**src/rtl/fetch_unit.sv**
```systemverilog
// ---------------------------------------------------------------------------
// fetch_unit
//   Instruction fetch stage sitting directly in front of the decoder
//   (control_module). Owns the program counter, reads a synchronous
//   instruction ROM (one cycle read latency) and hands instructions to the
//   decoder over a valid/ready handshake through a 2-entry elastic buffer
//   (output register + skid register). Executes JMP / JZ / CALL / RET
//   redirects requested by the decoder for the instruction being transferred.
//
// Build option
//   FETCH_CALL_STACK_EN : when defined, CALL/RET use an internal return-address
//                         stack with sticky overflow/underflow flags. When
//                         undefined there is no stack storage: CALL acts as
//                         JMP, RET is ignored, and both flags read 0.
//
// Ports
//   clk, rst          clock; synchronous active-high reset
//   rom_rd, rom_addr  ROM read strobe / address (rom_addr always shows pc)
//   rom_data          ROM read data, valid the cycle after rom_rd
//   instr, instr_addr instruction and its address towards the decoder
//   instr_valid       instr/instr_addr valid
//   instr_ready       decoder accepts (transfer = instr_valid & instr_ready)
//   redirect          control transfer request for the transferring instr
//   redirect_kind     00 JMP, 01 JZ, 10 CALL, 11 RET
//   redirect_target   jump/call target
//   zero_flag         ALU zero flag, sampled for JZ
//   stack_overflow    sticky: CALL while stack full
//   stack_underflow   sticky: RET while stack empty
// ---------------------------------------------------------------------------
module fetch_unit #(
  parameter int PC_WIDTH    = 8,
  parameter int INSTR_WIDTH = 32,
  parameter int STACK_DEPTH = 8
) (
  input  logic                   clk,
  input  logic                   rst,
  output logic                   rom_rd,
  output logic [PC_WIDTH-1:0]    rom_addr,
  input  logic [INSTR_WIDTH-1:0] rom_data,
  output logic [INSTR_WIDTH-1:0] instr,
  output logic [PC_WIDTH-1:0]    instr_addr,
  output logic                   instr_valid,
  input  logic                   instr_ready,
  input  logic                   redirect,
  input  logic [1:0]             redirect_kind,
  input  logic [PC_WIDTH-1:0]    redirect_target,
  input  logic                   zero_flag,
  output logic                   stack_overflow,
  output logic                   stack_underflow
);

  localparam logic [1:0] KIND_JMP  = 2'b00;
  localparam logic [1:0] KIND_JZ   = 2'b01;
  localparam logic [1:0] KIND_CALL = 2'b10;
  localparam logic [1:0] KIND_RET  = 2'b11;

  // Fetch pipeline state
  logic [PC_WIDTH-1:0]    pc_reg, pc_next;
  logic                   pending_reg, pending_next;        // read issued last cycle
  logic [PC_WIDTH-1:0]    pending_addr_reg, pending_addr_next;
  logic [INSTR_WIDTH-1:0] out_instr_reg, out_instr_next;
  logic [PC_WIDTH-1:0]    out_addr_reg, out_addr_next;
  logic                   out_valid_reg, out_valid_next;
  logic [INSTR_WIDTH-1:0] skid_instr_reg, skid_instr_next;
  logic [PC_WIDTH-1:0]    skid_addr_reg, skid_addr_next;
  logic                   skid_valid_reg, skid_valid_next;

  logic                   xfer;
  logic                   take;       // honoured redirect: flush and load pc
  logic [PC_WIDTH-1:0]    target_pc;
  logic [PC_WIDTH-1:0]    seq_addr;   // A+1 of the transferring instruction
  logic [2:0]             occ_after;
  logic                   issue;

  assign xfer     = out_valid_reg & instr_ready;
  assign seq_addr = out_addr_reg + PC_WIDTH'(1);

`ifdef FETCH_CALL_STACK_EN
  localparam int SP_W = $clog2(STACK_DEPTH) + 1;

  logic [PC_WIDTH-1:0] stack_mem [STACK_DEPTH];
  logic [SP_W-1:0]     sp_reg, sp_next;
  logic                ovf_reg, ovf_next;
  logic                unf_reg, unf_next;
  logic                push_en, pop_en;
  logic                stack_full, stack_empty;
  logic [SP_W-2:0]     push_idx, top_idx;
  logic [PC_WIDTH-1:0] stack_top;

  assign stack_full  = (sp_reg == SP_W'(STACK_DEPTH));
  assign stack_empty = (sp_reg == '0);
  assign push_idx    = sp_reg[SP_W-2:0];
  // sp == STACK_DEPTH truncates to 0, so minus one still lands on the top entry
  assign top_idx     = sp_reg[SP_W-2:0] - (SP_W-1)'(1);
  // Read combinationally so a RET can redirect in the cycle it transfers
  assign stack_top   = stack_mem[top_idx];

  assign stack_overflow  = ovf_reg;
  assign stack_underflow = unf_reg;
`else
  // Keeps STACK_DEPTH referenced in builds without the stack
  logic [31:0] unused_depth;
  assign unused_depth    = 32'(STACK_DEPTH);
  assign stack_overflow  = 1'b0;
  assign stack_underflow = 1'b0;
`endif

  // Redirect decode; only meaningful when the tagged instruction transfers
  always_comb begin
    take      = 1'b0;
    target_pc = seq_addr;
`ifdef FETCH_CALL_STACK_EN
    push_en   = 1'b0;
    pop_en    = 1'b0;
`endif
    if (redirect && xfer) begin
      case (redirect_kind)
        KIND_JMP: begin
          take      = 1'b1;
          target_pc = redirect_target;
        end
        KIND_JZ: begin
          take      = 1'b1;
          target_pc = zero_flag ? redirect_target : seq_addr;
        end
        KIND_CALL: begin
          take      = 1'b1;
          target_pc = redirect_target;
`ifdef FETCH_CALL_STACK_EN
          push_en   = 1'b1;
`endif
        end
        KIND_RET: begin
`ifdef FETCH_CALL_STACK_EN
          take      = 1'b1;
          pop_en    = 1'b1;
          target_pc = stack_empty ? seq_addr : stack_top;
`endif
        end
        default: ;
      endcase
    end
  end

  // Issue a read only if everything already owed to the buffer, plus this
  // read, still fits in the two entries after this cycle's dequeue.
  assign occ_after = 3'(out_valid_reg) + 3'(skid_valid_reg) + 3'(pending_reg) - 3'(xfer);
  assign issue     = (occ_after < 3'd2);
  assign rom_rd    = !rst && !take && issue;
  assign rom_addr  = pc_reg;

  // Elastic buffer / pc next-state
  always_comb begin
    pc_next           = rom_rd ? pc_reg + PC_WIDTH'(1) : pc_reg;
    pending_next      = rom_rd;
    pending_addr_next = pc_reg;
    out_instr_next    = out_instr_reg;
    out_addr_next     = out_addr_reg;
    out_valid_next    = out_valid_reg;
    skid_instr_next   = skid_instr_reg;
    skid_addr_next    = skid_addr_reg;
    skid_valid_next   = skid_valid_reg;

    if (take) begin
      // Drop everything fetched down the old path, including the arriving word
      pc_next         = target_pc;
      out_valid_next  = 1'b0;
      skid_valid_next = 1'b0;
    end else if (!out_valid_reg || xfer) begin
      if (skid_valid_reg) begin
        out_instr_next  = skid_instr_reg;
        out_addr_next   = skid_addr_reg;
        out_valid_next  = 1'b1;
        skid_valid_next = pending_reg;
        if (pending_reg) begin
          skid_instr_next = rom_data;
          skid_addr_next  = pending_addr_reg;
        end
      end else begin
        out_valid_next = pending_reg;
        if (pending_reg) begin
          out_instr_next = rom_data;
          out_addr_next  = pending_addr_reg;
        end
      end
    end else if (pending_reg) begin
      // Output stalled: the arriving word parks in the skid register
      skid_instr_next = rom_data;
      skid_addr_next  = pending_addr_reg;
      skid_valid_next = 1'b1;
    end
  end

  always_ff @(posedge clk) begin
    if (rst) begin
      pc_reg           <= '0;
      pending_reg      <= 1'b0;
      pending_addr_reg <= '0;
      out_instr_reg    <= '0;
      out_addr_reg     <= '0;
      out_valid_reg    <= 1'b0;
      skid_instr_reg   <= '0;
      skid_addr_reg    <= '0;
      skid_valid_reg   <= 1'b0;
    end else begin
      pc_reg           <= pc_next;
      pending_reg      <= pending_next;
      pending_addr_reg <= pending_addr_next;
      out_instr_reg    <= out_instr_next;
      out_addr_reg     <= out_addr_next;
      out_valid_reg    <= out_valid_next;
      skid_instr_reg   <= skid_instr_next;
      skid_addr_reg    <= skid_addr_next;
      skid_valid_reg   <= skid_valid_next;
    end
  end

  assign instr       = out_instr_reg;
  assign instr_addr  = out_addr_reg;
  assign instr_valid = out_valid_reg;

`ifdef FETCH_CALL_STACK_EN
  // Stack pointer and sticky flags; a full CALL still jumps, an empty RET
  // falls through to A+1 (handled in the redirect decode).
  always_comb begin
    sp_next  = sp_reg;
    ovf_next = ovf_reg;
    unf_next = unf_reg;
    if (push_en) begin
      if (stack_full) ovf_next = 1'b1;
      else            sp_next  = sp_reg + SP_W'(1);
    end
    if (pop_en) begin
      if (stack_empty) unf_next = 1'b1;
      else             sp_next  = sp_reg - SP_W'(1);
    end
  end

  always_ff @(posedge clk) begin
    if (rst) begin
      sp_reg  <= '0;
      ovf_reg <= 1'b0;
      unf_reg <= 1'b0;
    end else begin
      sp_reg  <= sp_next;
      ovf_reg <= ovf_next;
      unf_reg <= unf_next;
    end
  end

  always_ff @(posedge clk) begin
    if (!rst && push_en && !stack_full) begin
      stack_mem[push_idx] <= seq_addr;
    end
  end
`endif

endmodule

```
**config.mk**
```make
export PLATFORM = sky130hd
export DESIGN_NAME = fetch_unit
export DESIGN_NICKNAME = d
export VERILOG_FILES = /design/src/rtl/fetch_unit.sv
export SDC_FILE = /design/constraint.sdc
export NUM_CORES = 1
export LEC_CHECK = 0
export ABC_AREA = 1
export BUFFER_PORTS_ARGS = -buffer_cell sky130_fd_sc_hd__buf_2
export CELL_PAD_IN_SITES_DETAIL_PLACEMENT = 1
export CELL_PAD_IN_SITES_GLOBAL_PLACEMENT = 2
export CORE_MARGIN = 2
export CORE_UTILIZATION = 25
export DETAILED_ROUTE_END_ITERATION = 10
export GPL_TIMING_DRIVEN = 0
export PLACE_DENSITY = 0.74
export SLEW_MARGIN = 40
export SYNTH_ARGS = -nofsm -noshare
export SYNTH_HDL_FRONTEND = slang
export SYNTH_SLANG_ARGS = --single-unit
```
**constraint.sdc**
```tcl
create_clock -name clk -period 2.1 [get_ports clk]
set_clock_uncertainty 0.15 [all_clocks]
set_input_delay 0.21 -clock clk [delete_from_list [all_inputs] [get_ports clk]]
set_output_delay 0.21 -clock clk [all_outputs]
set_load 0.02 [all_outputs]
```
==> summary.md <==
| Metric | Value |
|---|---|
| Worst setup path end | `rom_rd` |
| Critical path class | `reg -> out` |
| Final worst-path cycle share | `104%` |
| Status | `finished, violations left` |
| Num Clock Sinks | `99` |
| Sequential-to-total area share from yosys stat | `between 40% and 50%` |
| Hold Crit Class | `in -> reg` |
| Pins Over Slew Limit | `0` |
| Failing checks | `negative setup slack` |
| Worst skew pair latency | `~0.35 ns` |
| Period minus WS final | `between 2 and 2.5 ns` |
| R2R cell count | `16` |
| Worst Setup Start Kind | `register` |
| Compound-gate portion of the synthesized area | `between 10% and 20%` |
| Initial Utilization | `~26%` |
| Setup TNS | `-0.0747 ns` |
| Longest Clk Path Bufs | `2` |
| GP Congestion | `between 0.7 and 0.8` |
| Adder-cell area share of the yosys netlist | `under 10%` |
| Commonest non-fill, non-tap cell in the layout | `nand2_1` |
| Worst Setup SP | `instr_valid$_SDFFE_PN0N_` |
| Worst R2R End | `rom_addr[1]$_SDFFE_PP0P_` |
| Row count | `48` |
| Final setup fails | `1` |
| Remaining DRCs | `0` |
| Area Overhead vs Synth | `31.1%` |
| Post-route setup slack | `-0.0747 ns` |
| Number of nets in the layout | `858` |
| Crit. End Element | `output pin` |
| I/O pin cnt | `99` |
| Root buffer cell | `clkbuf_16` |
| CP max FO | `2` |
| WL/cell | `between 10 and 15 microns` |
| Number of routed nets with antenna violations | `0` |
| Post-Synth Simple-Gate Area | `around 34%` |
| Synth Instances | `about 670` |
| Flip-flop and latch count after synthesis | `99` |
| Yosys top cell area share | `between 40 and 50%` |
| Lkg Pwr | `2.78 nW` |
| Synth area leaders | `dfxtp_1, nand2_1, nor2_1` |
| Final core occ | `33.7%` |
| Core footprint | `between 15000 and 20000 sq um` |
| Max VDD drop | `between 300 and 400 uV` |
| Max Cap Viol | `0` |
| Htree depth | `3` |
| Yosys top cell by area | `dfxtp_1` |
| Vias in the first global route | `4646` |
| Hold slack | `0.00822 ns` |
| RR Startpoint | `instr_valid$_SDFFE_PN0N_` |
| Initial drt markers | `about 170` |
| Vias | `~4600` |
| Initial antenna violation count | `0` |
| Port Buf Inserts | `96` |
| Die Wd | `roughly 140 microns` |
| Largest net degree at the start of global routing | `15` |
| Tot Pwr | `between 5 and 6 mW` |
| Initial DRT Pass Iterations | `4` |
| CTS Buf Count | `9` |
| R2R setup slack | `between 0.1 and 0.15 ns` |
| Clk pin slew, worst setup/hold paths | `0.07 ns` |
| Mux cell area share after synthesis | `0%` |
| XOR/XNOR Fraction of Synth Area | `less than 1%` |
| Via density per instance | `~4.4` |
| RSZ-0062 raised after global routing | `true` |
| GRT Total Usage | `approximately 16%` |
| DP Wirelength | `about 11000 microns` |
| Die H | `between 100 and 150 microns` |
| Avg Cell Area, Syn | `between 6 and 7 sq um` |
| Netlist cell types | `30` |
| Total die area | `~19000 sq um` |
| Synth Cell Area | `~4500 sq um` |
| Critical Path RT | `approximately 1.7 ns` |
| Final hold violation count | `0` |
| Max Fclk | `about 460 MHz` |
| Final Routed Wirelength | `roughly 15000 microns` |
| Commonest non-fill, non-tap cells in the layout | `nand2_1, nor2_1, buf_2` |
| Inserted Diodes | `0` |
| Share of layout cells above drive strength 1 | `roughly a fifth` |
| Ys Warns | `0` |
| Combinational family with the most area after synthesis | `simple AND/OR/NAND/NOR gates` |
| First-pass GRT wire length | `approximately 23000 microns` |
| Overflow after GRT | `0` |
| Crit path DAT | `1.81 ns` |
| Fillers | `between 2000 and 2500` |
| PwrDens | `between 800 and 900 nW/um^2` |
| CTS tree | `done` |
how the worst min path moves through the flow:
stage / end / depth (start not counted) / from
after floorplan: skid_instr_reg[28]$_SDFFE_PP0P_ / 2 / rom_data[28]
after global placement: instr[5]$_SDFFE_PP0P_ / 2 / instr[5]$_SDFFE_PP0P_
after detailed placement: instr[20]$_SDFFE_PP0P_ / 2 / instr[20]$_SDFFE_PP0P_
after CTS: skid_instr_reg[17]$_SDFFE_PP0P_ / 3 / rom_data[17]
after global routing: skid_instr_reg[5]$_SDFFE_PP0P_ / 3 / rom_data[5]
final: skid_instr_reg[17]$_SDFFE_PP0P_ / 3 / rom_data[17]
power by group:
group	internal, mW	switching (mW)
registers	2.09	0.153
logic	0.434	0.754
clock network	0.982	0.712
total	3.50	1.62
synthesized netlist by cell type:
cell        n
xnor2_1     1
o21ai_0    69
nor3b_1     1
inv_4       1
nand3_2     1
buf_4       5
ha_1        4
o21bai_1    3
a21oi_1     9
o211ai_1    2
nand4_1     1
inv_2       4
inv_1      36
clkbuf_1   13
nand3_4     1
a31oi_1     2
nor2_4      1
nor3_1      3
nor2_1    173
conb_1      1
a21oi_4     1
o21ai_1    14
dfxtp_1    99
o21ai_2     1
nand3_1    23
nand3b_1    1
buf_6       6
nand2_1   182
nand2_2     1
buf_2      13
routing by layer:
metal  wire length (microns)  GRT usage (%)  share of wire (%)
met5                       0              0                  0
met4                     207           5.33                1.4
met3                     424           2.27                2.9
met2                    7170           27.6                 49
met1                    6750           19.8                 46
critical path, cell delays in order, from the launching register on:
cell and delay [ns]:
dfxtp_4 0.34, nand2_2 0.05, inv_2 0.04, ha_4 0.25, inv_2 0.04, ha_4 0.26
nand2_4 0.05, nand2_2 0.05, nand2_2 0.06, nand2_4 0.06, inv_2 0.03, nand2_2 0.06
inv_2 0.04, buf_6 0.12
final cells by class:
cell class              instances  area (sq um)  area share, %
clock buffers                  13           260           4.43
flip-flops and latches         99          1990           33.8
multi-input cells             496          2190           37.2
clock inverters                 2          35.0          0.596
repair buffers                123           747           12.7
inverters                      41           156           2.66
plain buffers                  37           221           3.77
well taps                     225           282           4.79
stage by stage:
stage          cell area (sq um)  setup slack [ns]  cells
3_5_place_dp                5250            -0.210    994
3_3_place_gp                5250            -0.180    994
6_report                    5880           -0.0747   1036
4_1_cts                     5830            -0.157   1036
5_1_grt                     5880            -0.145   1036
2_1_floorplan               4490            0.0479    673
kinds of logic (layout without fill, tap and decap cells):
family | Yosys count | in the layout
buffers and inverters | 78 | 216
and+or+nand+nor | 388 | 388
DFF | 99 | 99
other | 1 | 2
adders and majority gates | 4 | 4
AOI/OAI and AO/OA | 101 | 101
xor gates and xnor gates | 1 | 1
repair_timing:
action,CTS,global route
hold buffers,23,0
setup buffers,4,0
pin swaps,3,3
endpoints found under the setup margin,9,9
hold endpoints to repair,23,0
resized for setup,12,10
No activity file was read; power rests on OpenSTA's default activity.
